<file path="src/rtl/bs_job_scheduler_pkg.sv">
// rtl/bs_job_scheduler_pkg.sv - shared types and constants for the Black-Scholes job scheduler
package bs_job_scheduler_pkg;

    localparam int WIDTH_DEF    = 32;
    localparam int NREQ_DEF     = 4;
    localparam int IDW_DEF      = 2;
    localparam int CORE_LAT_DEF = 8;

    // Q16.16 representation of 1.0
    localparam logic [31:0] Q16_ONE = 32'h0001_0000;

    typedef enum logic [1:0] {
        ST_IDLE = 2'd0,
        ST_RUN  = 2'd1,
        ST_RESP = 2'd2
    } state_e;

    // Operand order as presented to the pricing core
    localparam int FLD_SPOT   = 0;
    localparam int FLD_STRIKE = 1;
    localparam int FLD_TIMETM = 2;
    localparam int FLD_SIGMA  = 3;
    localparam int FLD_RATE   = 4;
    localparam int NUM_FIELDS = 5;

endpackage

</file>
<file path="src/rtl/bs_job_scheduler_if.sv">
// rtl/bs_job_scheduler_if.sv - requester and result port bundle of the job scheduler
interface bs_job_scheduler_if #(
    parameter int WIDTH = 32,
    parameter int NREQ  = 4,
    parameter int IDW   = 2
);

    logic [NREQ-1:0]       req;
    logic [NREQ*WIDTH-1:0] req_spot;
    logic [NREQ*WIDTH-1:0] req_strike;
    logic [NREQ*WIDTH-1:0] req_timetm;
    logic [NREQ*WIDTH-1:0] req_sigma;
    logic [NREQ*WIDTH-1:0] req_rate;
    logic [NREQ-1:0]       req_otype;
    logic [NREQ-1:0]       gnt;

    logic                  res_valid;
    logic                  res_ready;
    logic [WIDTH-1:0]      res_data;
    logic [IDW-1:0]        res_id;
    logic                  res_err;

    modport master (
        output req, req_spot, req_strike, req_timetm, req_sigma, req_rate, req_otype,
        input  gnt,
        input  res_valid, res_data, res_id, res_err,
        output res_ready
    );

    modport slave (
        input  req, req_spot, req_strike, req_timetm, req_sigma, req_rate, req_otype,
        output gnt,
        output res_valid, res_data, res_id, res_err,
        input  res_ready
    );

endinterface

</file>
<file path="src/rtl/bs_job_scheduler_rr_arbiter.sv">
// rtl/bs_job_scheduler_rr_arbiter.sv - combinational round-robin pick starting at ptr
module bs_job_scheduler_rr_arbiter #(
    parameter int NREQ = 4,
    parameter int IDW  = 2
) (
    input  logic [NREQ-1:0] req,
    input  logic [IDW-1:0]  ptr,
    output logic [NREQ-1:0] gnt,
    output logic [IDW-1:0]  idx,
    output logic            any
);

    function automatic logic [IDW-1:0] rot(input logic [IDW-1:0] p, input int k);
        int s;
        s = int'(p) + k;
        if (s >= NREQ) s = s - NREQ;
        return IDW'(s);
    endfunction

    always_comb begin
        gnt = '0;
        idx = '0;
        any = 1'b0;
        for (int k = 0; k < NREQ; k++) begin
            if (!any && req[rot(ptr, k)]) begin
                any             = 1'b1;
                idx             = rot(ptr, k);
                gnt[rot(ptr, k)] = 1'b1;
            end
        end
    end

endmodule

</file>
<file path="src/rtl/bs_job_scheduler.sv">
// rtl/bs_job_scheduler.sv - round-robin front end holding one job on the pricing core at a time
module bs_job_scheduler
    import bs_job_scheduler_pkg::*;
#(
    parameter int WIDTH    = WIDTH_DEF,
    parameter int NREQ     = NREQ_DEF,
    parameter int IDW      = IDW_DEF,
    parameter int CORE_LAT = CORE_LAT_DEF
) (
    input  logic             clk,
    input  logic             reset,
    bs_job_scheduler_if.slave job,
    output logic [WIDTH-1:0] core_spot,
    output logic [WIDTH-1:0] core_strike,
    output logic [WIDTH-1:0] core_timetm,
    output logic [WIDTH-1:0] core_sigma,
    output logic [WIDTH-1:0] core_rate,
    output logic             core_otype,
    input  logic [WIDTH-1:0] core_price,
    output logic             busy
);

    localparam int CW = (CORE_LAT > 1) ? $clog2(CORE_LAT) : 1;

    state_e           state_q, state_d;
    logic [IDW-1:0]   ptr_q, ptr_d;
    logic [IDW-1:0]   id_q, id_d;
    logic [CW-1:0]    cnt_q, cnt_d;
    logic [NREQ-1:0]  gnt_q, gnt_d;
    logic [WIDTH-1:0] spot_q, spot_d;
    logic [WIDTH-1:0] strike_q, strike_d;
    logic [WIDTH-1:0] timetm_q, timetm_d;
    logic [WIDTH-1:0] sigma_q, sigma_d;
    logic [WIDTH-1:0] rate_q, rate_d;
    logic             otype_q, otype_d;
    logic             res_valid_q, res_valid_d;
    logic [WIDTH-1:0] res_data_q, res_data_d;
    logic [IDW-1:0]   res_id_q, res_id_d;
    logic             res_err_q, res_err_d;

    logic [NREQ-1:0]  arb_gnt;
    logic [IDW-1:0]   arb_idx;
    logic             arb_any;

    logic [WIDTH-1:0] sel_spot, sel_strike, sel_timetm, sel_sigma, sel_rate;
    logic             sel_otype;
    logic             ops_ok;

    bs_job_scheduler_rr_arbiter #(
        .NREQ (NREQ),
        .IDW  (IDW)
    ) u_arb (
        .req (job.req),
        .ptr (ptr_q),
        .gnt (arb_gnt),
        .idx (arb_idx),
        .any (arb_any)
    );

    // Strictly positive: sign bit clear and not zero
    function automatic logic is_pos(input logic [WIDTH-1:0] v);
        return !v[WIDTH-1] && (|v);
    endfunction

    always_comb begin
        sel_spot   = job.req_spot  [int'(arb_idx)*WIDTH +: WIDTH];
        sel_strike = job.req_strike[int'(arb_idx)*WIDTH +: WIDTH];
        sel_timetm = job.req_timetm[int'(arb_idx)*WIDTH +: WIDTH];
        sel_sigma  = job.req_sigma [int'(arb_idx)*WIDTH +: WIDTH];
        sel_rate   = job.req_rate  [int'(arb_idx)*WIDTH +: WIDTH];
        sel_otype  = job.req_otype [arb_idx];
        ops_ok     = is_pos(sel_spot) && is_pos(sel_strike) &&
                     is_pos(sel_timetm) && is_pos(sel_sigma);
    end

    always_comb begin
        state_d     = state_q;
        ptr_d       = ptr_q;
        id_d        = id_q;
        cnt_d       = cnt_q;
        gnt_d       = '0;
        spot_d      = spot_q;
        strike_d    = strike_q;
        timetm_d    = timetm_q;
        sigma_d     = sigma_q;
        rate_d      = rate_q;
        otype_d     = otype_q;
        res_valid_d = res_valid_q;
        res_data_d  = res_data_q;
        res_id_d    = res_id_q;
        res_err_d   = res_err_q;

        case (state_q)
            ST_IDLE: begin
                if (arb_any) begin
                    gnt_d = arb_gnt;
                    ptr_d = (arb_idx == IDW'(NREQ-1)) ? '0 : arb_idx + 1'b1;
                    id_d  = arb_idx;
                    if (ops_ok) begin
                        spot_d   = sel_spot;
                        strike_d = sel_strike;
                        timetm_d = sel_timetm;
                        sigma_d  = sel_sigma;
                        rate_d   = sel_rate;
                        otype_d  = sel_otype;
                        cnt_d    = CW'(CORE_LAT-1);
                        state_d  = ST_RUN;
                    end else begin
                        // Rejected jobs bypass the core, leaving its operands untouched
                        res_valid_d = 1'b1;
                        res_err_d   = 1'b1;
                        res_data_d  = '0;
                        res_id_d    = arb_idx;
                        state_d     = ST_RESP;
                    end
                end
            end
            ST_RUN: begin
                if (cnt_q == '0) begin
                    res_valid_d = 1'b1;
                    res_err_d   = 1'b0;
                    res_data_d  = core_price;
                    res_id_d    = id_q;
                    state_d     = ST_RESP;
                end else begin
                    cnt_d = cnt_q - 1'b1;
                end
            end
            ST_RESP: begin
                if (job.res_ready) begin
                    res_valid_d = 1'b0;
                    state_d     = ST_IDLE;
                end
            end
            default: begin
                state_d = ST_IDLE;
            end
        endcase
    end

    always_ff @(posedge clk or posedge reset) begin
        if (reset) begin
            state_q     <= ST_IDLE;
            ptr_q       <= '0;
            id_q        <= '0;
            cnt_q       <= '0;
            gnt_q       <= '0;
            spot_q      <= '0;
            strike_q    <= '0;
            timetm_q    <= '0;
            sigma_q     <= '0;
            rate_q      <= '0;
            otype_q     <= 1'b0;
            res_valid_q <= 1'b0;
            res_data_q  <= '0;
            res_id_q    <= '0;
            res_err_q   <= 1'b0;
        end else begin
            state_q     <= state_d;
            ptr_q       <= ptr_d;
            id_q        <= id_d;
            cnt_q       <= cnt_d;
            gnt_q       <= gnt_d;
            spot_q      <= spot_d;
            strike_q    <= strike_d;
            timetm_q    <= timetm_d;
            sigma_q     <= sigma_d;
            rate_q      <= rate_d;
            otype_q     <= otype_d;
            res_valid_q <= res_valid_d;
            res_data_q  <= res_data_d;
            res_id_q    <= res_id_d;
            res_err_q   <= res_err_d;
        end
    end

    assign job.gnt       = gnt_q;
    assign job.res_valid = res_valid_q;
    assign job.res_data  = res_data_q;
    assign job.res_id    = res_id_q;
    assign job.res_err   = res_err_q;
    assign core_spot     = spot_q;
    assign core_strike   = strike_q;
    assign core_timetm   = timetm_q;
    assign core_sigma    = sigma_q;
    assign core_rate     = rate_q;
    assign core_otype    = otype_q;
    assign busy          = (state_q != ST_IDLE);

endmodule

</file>
<file path="src/flat_wrapper.sv">
// flat-port wrapper written by rule: the top's interface ports become plain ports
module bs_job_scheduler_flat import bs_job_scheduler_pkg::*;
#(
    parameter int WIDTH    = WIDTH_DEF,
    parameter int NREQ     = NREQ_DEF,
    parameter int IDW      = IDW_DEF,
    parameter int CORE_LAT = CORE_LAT_DEF
)
  (clk, reset, core_spot, core_strike, core_timetm, core_sigma, core_rate, core_otype, core_price, busy, job_req, job_req_spot, job_req_strike, job_req_timetm, job_req_sigma, job_req_rate, job_req_otype, job_gnt, job_res_valid, job_res_data, job_res_id, job_res_err, job_res_ready);
  bs_job_scheduler_if #(.WIDTH(WIDTH), .NREQ(NREQ), .IDW(IDW)) job_i ();
  input  logic clk;
  input  logic reset;
  output logic [WIDTH-1:0] core_spot;
  output logic [WIDTH-1:0] core_strike;
  output logic [WIDTH-1:0] core_timetm;
  output logic [WIDTH-1:0] core_sigma;
  output logic [WIDTH-1:0] core_rate;
  output logic core_otype;
  input  logic [WIDTH-1:0] core_price;
  output logic busy;
  input wire logic [$bits(job_i.req)-1:0] job_req;
  input wire logic [$bits(job_i.req_spot)-1:0] job_req_spot;
  input wire logic [$bits(job_i.req_strike)-1:0] job_req_strike;
  input wire logic [$bits(job_i.req_timetm)-1:0] job_req_timetm;
  input wire logic [$bits(job_i.req_sigma)-1:0] job_req_sigma;
  input wire logic [$bits(job_i.req_rate)-1:0] job_req_rate;
  input wire logic [$bits(job_i.req_otype)-1:0] job_req_otype;
  output wire logic [$bits(job_i.gnt)-1:0] job_gnt;
  output wire logic [$bits(job_i.res_valid)-1:0] job_res_valid;
  output wire logic [$bits(job_i.res_data)-1:0] job_res_data;
  output wire logic [$bits(job_i.res_id)-1:0] job_res_id;
  output wire logic [$bits(job_i.res_err)-1:0] job_res_err;
  input wire logic [$bits(job_i.res_ready)-1:0] job_res_ready;
  assign job_i.req = job_req;
  assign job_i.req_spot = job_req_spot;
  assign job_i.req_strike = job_req_strike;
  assign job_i.req_timetm = job_req_timetm;
  assign job_i.req_sigma = job_req_sigma;
  assign job_i.req_rate = job_req_rate;
  assign job_i.req_otype = job_req_otype;
  assign job_gnt = job_i.gnt;
  assign job_res_valid = job_i.res_valid;
  assign job_res_data = job_i.res_data;
  assign job_res_id = job_i.res_id;
  assign job_res_err = job_i.res_err;
  assign job_i.res_ready = job_res_ready;
  bs_job_scheduler #(.WIDTH(WIDTH), .NREQ(NREQ), .IDW(IDW), .CORE_LAT(CORE_LAT)) u_core (.clk(clk), .reset(reset), .job(job_i), .core_spot(core_spot), .core_strike(core_strike), .core_timetm(core_timetm), .core_sigma(core_sigma), .core_rate(core_rate), .core_otype(core_otype), .core_price(core_price), .busy(busy));
endmodule
</file>
<file path="config.mk">
export PLATFORM = sky130hd
export DESIGN_NAME = bs_job_scheduler_flat
export DESIGN_NICKNAME = d
export VERILOG_FILES = /design/src/rtl/bs_job_scheduler_pkg.sv /design/src/rtl/bs_job_scheduler_if.sv /design/src/rtl/bs_job_scheduler_rr_arbiter.sv /design/src/rtl/bs_job_scheduler.sv /design/src/flat_wrapper.sv
export SDC_FILE = /design/constraint.sdc
export NUM_CORES = 1
export LEC_CHECK = 0
export CAP_MARGIN = 20
export CORE_AREA = 2 2 349 351
export DETAILED_ROUTE_END_ITERATION = 16
export DIE_AREA = 0 0 351 353
export SLEW_MARGIN = 40
export SYNTH_ARGS = -nofsm -noshare
export SYNTH_HDL_FRONTEND = slang
export SYNTH_HIERARCHICAL = 1
export SYNTH_SLANG_ARGS = --single-unit
</file>
<file path="constraint.sdc">
create_clock -name clk -period 7.1 [get_ports clk]
set_input_delay 1.42 -clock clk [delete_from_list [all_inputs] [get_ports clk]]
set_output_delay 1.42 -clock clk [all_outputs]
set_load 0.03 [all_outputs]
</file>
---- Word level (Yosys, flattened, before mapping) ----
Cells that the tools add are included.
storage, ports and cells
  memories kept ........................... 0
  output and inout bits ................... 202
  latch bits .............................. 0
  bits in writable memories ............... 0
  logic and storage cells ................. 159
  flip-flop bits (word level) ............. 210
  bits in read-only memories .............. 0
operators by class
  div/mod/pow operators ................... 0
  multiply operators ...................... 0
  shift-type cells ........................ 5
  bitwise logic cells ..................... 3
  magnitude comparators ................... 17
  equal/unequal tests ..................... 9
  reduce and logical (&&, ||, !) cells .... 36
  mux-type cells .......................... 65
  add/sub/neg operators ................... 9
operators with widths
  cell                                                                                 number
  128-bit by 8-bit indexed part select with 32-bit output                              5
  32-bit OR reduction                                                                  4
  32-bit 2-to-1 mux                                                                    3
  32-bit one-hot mux with 2 select lines                                               1
  2-bit 2-to-1 mux                                                                     20
  2-bit by 3-bit < comparator with 1-bit output, second input constant                 9
  4-bit 2-to-1 mux                                                                     6
  1-bit 2-to-1 mux                                                                     18
  1-bit logical AND                                                                    14
  4-bit bitwise OR                                                                     3
  1-bit binary-select mux with 2-bit select                                            5
  3-bit greater-or-equal comparator, second input constant                             3
  3-bit 2-to-1 mux                                                                     3
  1-bit demux with 2-bit select                                                        4
  2-bit by 1-bit greater-or-equal comparator with 1-bit output, second input constant  4
  4-bit AND reduction                                                                  2
  2-bit by 1-bit subtractor with 2-bit output, second input constant                   4
  1-bit logical NOT                                                                    7
  2-bit by 2-bit adder with 3-bit output, second input constant                        2
  2-bit by 1-bit != test with 1-bit output, second input constant                      3
  2-bit != test, second input constant                                                 3
  2-bit one-hot mux with 3 select lines                                                1
  3-bit one-hot mux with 2 select lines                                                1
  3-bit AND reduction                                                                  2
  other kinds (15)                                                                     17

---- Longest topological paths before layout ----
  word-level depth ........................ 23
  gate-level depth with buffers ........... 19
  depth with buffers taken out ............ 13

---- Hierarchy ----
The synthesis kept the hierarchy.
by module, submodules not included
  module                       times used  cells an instance  area each (um^2)  sequential area each (um^2)
  bs_job_scheduler             1           807                12,421.9          5,255.0
  bs_job_scheduler_rr_arbiter  1           45                 422.9             0.0

---- Worst setup path before layout ----
OpenSTA, ideal clock, no wires.
  path type ............................... in2reg
  from .................................... input port job_req[2]
  to ...................................... register u_core.res_id_q[0], in the netlist u_core/job.res_id[0]
  setup time .............................. 0.125 ns
  path slack .............................. 1.750 ns
  data arrival time ....................... 5.225 ns
  path buffers ............................ 3
  stages on the path ...................... 12
  path through ............................ mux4_1 > clkbuf_1 > o31ai_1 > buf_6 > buf_2 > mux4_2 > nor4_1 > nand4_1 > nor2_1 > o31ai_2 > a21oi_4 > mux2_2
on the way
  longest elaborated chain between the ends .. 20
ends and longest elaborated chain
  what                                                                        RTL line                                        source
  start: declaration                                                          flat_wrapper.sv:21                              input wire logic [$bits(job_i.req)-1:0] job_req;
  1-bit binary-select mux with 2-bit select                                   bs_job_scheduler_rr_arbiter.sv:25               if (!any && req[rot(ptr, k)]) begin
  1-bit 2-to-1 mux (implied by the code)                                      bs_job_scheduler_rr_arbiter.sv:25
  1-bit 2-to-1 mux                                                            bs_job_scheduler_rr_arbiter.sv:25
  1-bit logical NOT                                                           bs_job_scheduler_rr_arbiter.sv:25
  1-bit logical AND                                                           bs_job_scheduler_rr_arbiter.sv:25
  1-bit 2-to-1 mux                                                            bs_job_scheduler_rr_arbiter.sv:25
  1-bit logical NOT                                                           bs_job_scheduler_rr_arbiter.sv:25
  1-bit logical AND                                                           bs_job_scheduler_rr_arbiter.sv:25
  (+4 left out)                                                               n/a
  via u_core.arb_idx[0]                                                       bs_job_scheduler.sv:42                          logic [IDW-1:0] arb_idx;
  128-bit by 8-bit indexed part select with 32-bit output (on tied branches)  bs_job_scheduler.sv:66, bs_job_scheduler.sv:67
  32-bit OR reduction or 1-bit logical NOT (tied branches)                    bs_job_scheduler.sv:62                          return !v[WIDTH-1] && (|v);
  1-bit logical AND                                                           bs_job_scheduler.sv:62
  1-bit logical AND (2 in a row)                                              bs_job_scheduler.sv:72                          ops_ok = is_pos(sel_spot) && is_pos(sel_strike) &&
  1-bit logical AND                                                           bs_job_scheduler.sv:73                          is_pos(sel_timetm) && is_pos(sel_sigma);
  2-bit != test (no line)                                                     n/a
  4-bit AND reduction (no line)                                               n/a
  end signal: assignment                                                      bs_job_scheduler.sv:172                         res_id_q <= res_id_d;
  end: declaration                                                            bs_job_scheduler.sv:38                          logic [IDW-1:0] res_id_q, res_id_d;
The timed path passes the listed nets; every way through them passes the cells marked *. The select of a mux whose other input is x is not followed.
A chain may end at the register's enable or synchronous reset.

---- Final worst setup path ----
  from .................................... input port job_req[2]
  to ...................................... register u_core.res_data_q[19], in the netlist u_core/job.res_data[19]
on the way
  longest elaborated chain between the ends .. 20
ends and longest elaborated chain
  what                                                                        RTL line                                        source
  1-bit binary-select mux with 2-bit select                                   bs_job_scheduler_rr_arbiter.sv:25
  1-bit 2-to-1 mux (implied by the code)                                      bs_job_scheduler_rr_arbiter.sv:25
  1-bit 2-to-1 mux                                                            bs_job_scheduler_rr_arbiter.sv:25
  1-bit logical NOT                                                           bs_job_scheduler_rr_arbiter.sv:25
  1-bit logical AND                                                           bs_job_scheduler_rr_arbiter.sv:25
  1-bit 2-to-1 mux                                                            bs_job_scheduler_rr_arbiter.sv:25
  1-bit logical NOT                                                           bs_job_scheduler_rr_arbiter.sv:25
  1-bit logical AND                                                           bs_job_scheduler_rr_arbiter.sv:25
  (+4 left out)                                                               n/a
  via u_core.arb_idx[0]                                                       bs_job_scheduler.sv:42
  128-bit by 8-bit indexed part select with 32-bit output (on tied branches)  bs_job_scheduler.sv:66, bs_job_scheduler.sv:67
  32-bit OR reduction or 1-bit logical NOT (tied branches)                    bs_job_scheduler.sv:62
  1-bit logical AND                                                           bs_job_scheduler.sv:62
  1-bit logical AND (2 in a row)                                              bs_job_scheduler.sv:72
  1-bit logical AND *                                                         bs_job_scheduler.sv:73
  2-bit != test (no line) *                                                   n/a
  4-bit AND reduction (no line) *                                             n/a
  end signal: assignment                                                      bs_job_scheduler.sv:171                         res_data_q <= res_data_d;
  end: declaration                                                            bs_job_scheduler.sv:37                          logic [WIDTH-1:0] res_data_q, res_data_d;
Marks and branches as above.

==> results.cfg <==
[timing]
rsz0062_at_grt = false
slew_violations = 0
fin_skew_ns = 0.00933
period_share = 0.878
worst_slew_pin_slew_ns = 0.691
slew_headroom = 0.535
fin_ws_ns = 0.869
fmax_mhz = 160
finalHoldViolCount = 0
finalSetupViolCount = 0
fin_crit_ns = 6.23
tns_ns = 0

[detailed_routing]
wl_met1_mm = 27.0
drc = 0
dr_wl_met3_mm = 9.72
drt_iter0_markers = 555
ant_nets = 0
vias_per_cell = 3.50
first_pass_iters = 5
highest_layer = met5
vias = 11800
wire_per_inst_um = 21.4
drt-total-wl_mm = 72.5
wl_met2_mm = 33.9

[grt]
antenna_found_initial = 21
track_usage = 0.112
overflow = 0
first_global_vias = 12700
grt_pass1_wl_mm = 97.9
grt_max_degree = 125

[cts]
postCtsHoldBufs = 0
clk_latency_ns = 0.59
cts_setup_buffers = 0
cts.clk_slew.worst_paths_ns = 0.06
cts_tree = yes
numCtsBuffers = 29
h-tree-depth = 1
clock_sinks = 210
cts.root.buffer_cell = clkbuf_16
clockBufferDepth = 3
cts_resized = 0

[synthesis]
ys_warn_count = 6
syn_avg_cell_area_sq_um = 15.1
synth-seq-cells = 210
postSynthCellCount = 852
synthFlopType = dfrtp_1
synth_edf_count = 0
ys_types = 45
synthesis.area_sq_um = 12800
async_reset_ff_frac = 1.00
yosysSeqAreaShare = 0.409
synth_fp_nets = 1546

[critical_path]
worst-path-max-fanout = 26
worstSetupStartpoint = job_req[2]
crit_path_end = u_core/job.res_data[19]$_DFFE_PP0P_
cp_slowest_cell = mux4_1
cp.buffers_inverters = 5
end_kind = register
r2r_start = u_core/ptr_q[0]$_DFFE_PP0P_
cp-start-kind = primary input
cp_data_arrival_time_ns = 6.74
slowest_delay_ns = 0.80
path_delay_family = multiplexers
r2r_end = u_core/job.res_data[19]$_DFFE_PP0P_
rrSetupSlack_ns = 1.16
cp_cell_sequence = clkdlybuf4s50_1, mux4_1, o31ai_4, buf_12, buf_4, mux4_2, nor4_1, nand4_1, o22ai_2, buf_4, o31ai_2, a21oi_4, buf_12, mux2i_1
ff2ff_path_depth = 17
worst-endpoint-required_ns = 7.61
critPathKind = primary input to register
crit_cells = 14

[placement]
gp_congestion = 0.891
port_buffers = 884
place_hpwl_mm = 61.5
dpl_worst_slack_ns = 0.0709

[power]
irDropWorstVdd_v = 0.000247
clockPowerShare = 0.129
seqPwrFrac = 0.169
p_comb_frac = 0.703
internal-power_uw = 6450
power.leakage_uw = 0.00908
p_sw_frac = 0.458
finalPower_uw = 11900
p_per_area_nw_per_um2 = 481
switchingPower_uw = 5450

[layout]
seq_area_sq_um = 5260
fin_nets = 2430
fillers = 13000
utilization = 0.205
area_delta_synth_final_pct = 92.7
multiInputGateArea_sq_um = 7030
drive_gt1_frac = 0.192

[outcome]
status = completed

[floorplanning]
fp.dieH_um = 353
fp-row-count = 128
fp.coreArea_sq_um = 121000
dieArea_sq_um = 124000
top_level_ports = 885
die_x_um = 351
initial_core_util = 0.107

[run]
max_cap_viol_count = 0

[min_path]
hold_path_class = register to register
==> worst register-to-register path: cells and delay by family, from the launching register on <==
kind | cells | cell delay (ns)
adder cells (fa/ha/maj) | 1 | 0.40
multiplexers | 3 | 1.34
AND/OR/NAND/NOR | 3 | 1.19
flip-flops | 1 | 0.74
AO/OA/AOI/OAI | 5 | 1.04
buffers and inverters | 5 | 1.17
==> metal layers <==
layer | up-vias | global-route usage
li1 | 5159 | -
met1 | 5905 | 0.125
met2 | 639 | 0.184
met3 | 96 | 0.0600
met4 | 30 | 0.0264
met5 | - | 0
==> registers in the layout, indices dropped and copies added (netlist names) <==
signal	cells
u_core/job.gnt	4
u_core/job.res_id	2
u_core/core_spot	32
u_core/core_strike	32
u_core/core_sigma	32
u_core/core_otype	1
u_core/core_timetm	32
u_core/id_q	2
u_core/state_q	2
u_core/cnt_q	3
u_core/ptr_q	2
u_core/job.res_err	1
u_core/core_rate	32
u_core/job.res_valid	1
u_core/job.res_data	32
==> cell usage after synthesis (all sizes together), types with 2 or more instances <==
cell type / number / area, sq um
a22oi: 8 / 60.1
nor2b: 6 / 37.5
nand2: 39 / 146
nand4: 8 / 50.1
buf: 45 / 340
o21ai: 10 / 50.0
a21boi: 2 / 15.0
ha: 11 / 138
a21oi: 8 / 51.3
mux2i: 34 / 340
nor4: 36 / 240
nor4b: 2 / 32.5
dfrtp: 210 / 5260
inv: 46 / 173
o31ai: 3 / 27.5
o211ai: 2 / 15.0
nand2b: 3 / 18.8
mux2: 167 / 1880
and3: 4 / 25.0
clkbuf: 22 / 82.6
mux4: 165 / 3730
nor2: 7 / 26.3
nor3: 2 / 10.0
nand3: 2 / 10.0
==> placed cells by master (no fill, tap or decap), drive strengths merged, types with 2 or more instances in the layout <==
cell / count
a21boi: 2
a22oi: 8
nand3: 2
nand4: 8
o21ai: 10
a21oi: 8
mux2: 167
mux2i: 34
o31ai: 3
o211ai: 2
dfrtp: 210
and3: 4
nand2b: 3
buf: 36
nor4: 36
bufinv: 3
nor2: 7
inv: 49
clkdlybuf4s50: 884
nor2b: 6
clkinvlp: 4
nor3: 2
clkbuf: 38
mux4: 165
clkinv: 5
ha: 11
nand2: 39
nor4b: 2
==> power by group through the flow <==
| stage | Sequential (uW) | Combinational, uW | Clock [uW] |
|---|---|---|---|
| final | 2010 | 8360 | 1530 |
| after global routing | 2080 | 8820 | 1670 |
| after CTS | 2020 | 8480 | 1630 |
| after detailed placement | 2030 | 8450 | 0 |
| after global placement | 2010 | 8490 | 0 |
| after floorplan | 2890 | 4210 | 0 |
==> layout make-up <==
cell class	count	area share
Clock buffer	38	0.0323
Tap cell	1625	0.0822
Timing Repair Buffer	920	0.375
Antenna cell	1	0.000101
Inverter	46	0.00713
Sequential cell	210	0.212
Multi-Input combinational cell	529	0.284
Clock inverter	15	0.00698
==> cells by family after synthesis <==
| family | synth area share |
|---|---|
| mux | 0.463 |
| flops | 0.409 |
| buf+inv | 0.0464 |
| simple gates | 0.0478 |
| compound gates | 0.0229 |
| fa+ha+maj | 0.0107 |
==> worst min-delay path by stage <==
stage / start / to / cells after the start
after floorplan: u_core/id_q[0]$_DFFE_PP0P_ / u_core/id_q[0]$_DFFE_PP0P_ / 1
after global placement: u_core/core_rate[21]$_DFFE_PP0P_ / u_core/core_rate[21]$_DFFE_PP0P_ / 1
after detailed placement: u_core/core_timetm[19]$_DFFE_PP0P_ / u_core/core_timetm[19]$_DFFE_PP0P_ / 1
after CTS: u_core/core_sigma[5]$_DFFE_PP0P_ / u_core/core_sigma[5]$_DFFE_PP0P_ / 1
after global routing: u_core/core_sigma[5]$_DFFE_PP0P_ / u_core/core_sigma[5]$_DFFE_PP0P_ / 1
final: u_core/core_rate[21]$_DFFE_PP0P_ / u_core/core_rate[21]$_DFFE_PP0P_ / 1
==> per-stage QoR <==
| stage | instance area (sq um) | hold WS [ns] | cells |
|---|---|---|---|
| after floorplan | 12800 | 0.474 | 852 |
| after global placement | 23700 | 0.468 | 3328 |
| after detailed placement | 23700 | 0.474 | 3328 |
| after CTS | 24700 | 0.487 | 3381 |
| after global routing | 24700 | 0.499 | 3384 |
| final | 24700 | 0.483 | 3384 |
Note: power is estimated with default switching activity, not from simulation.
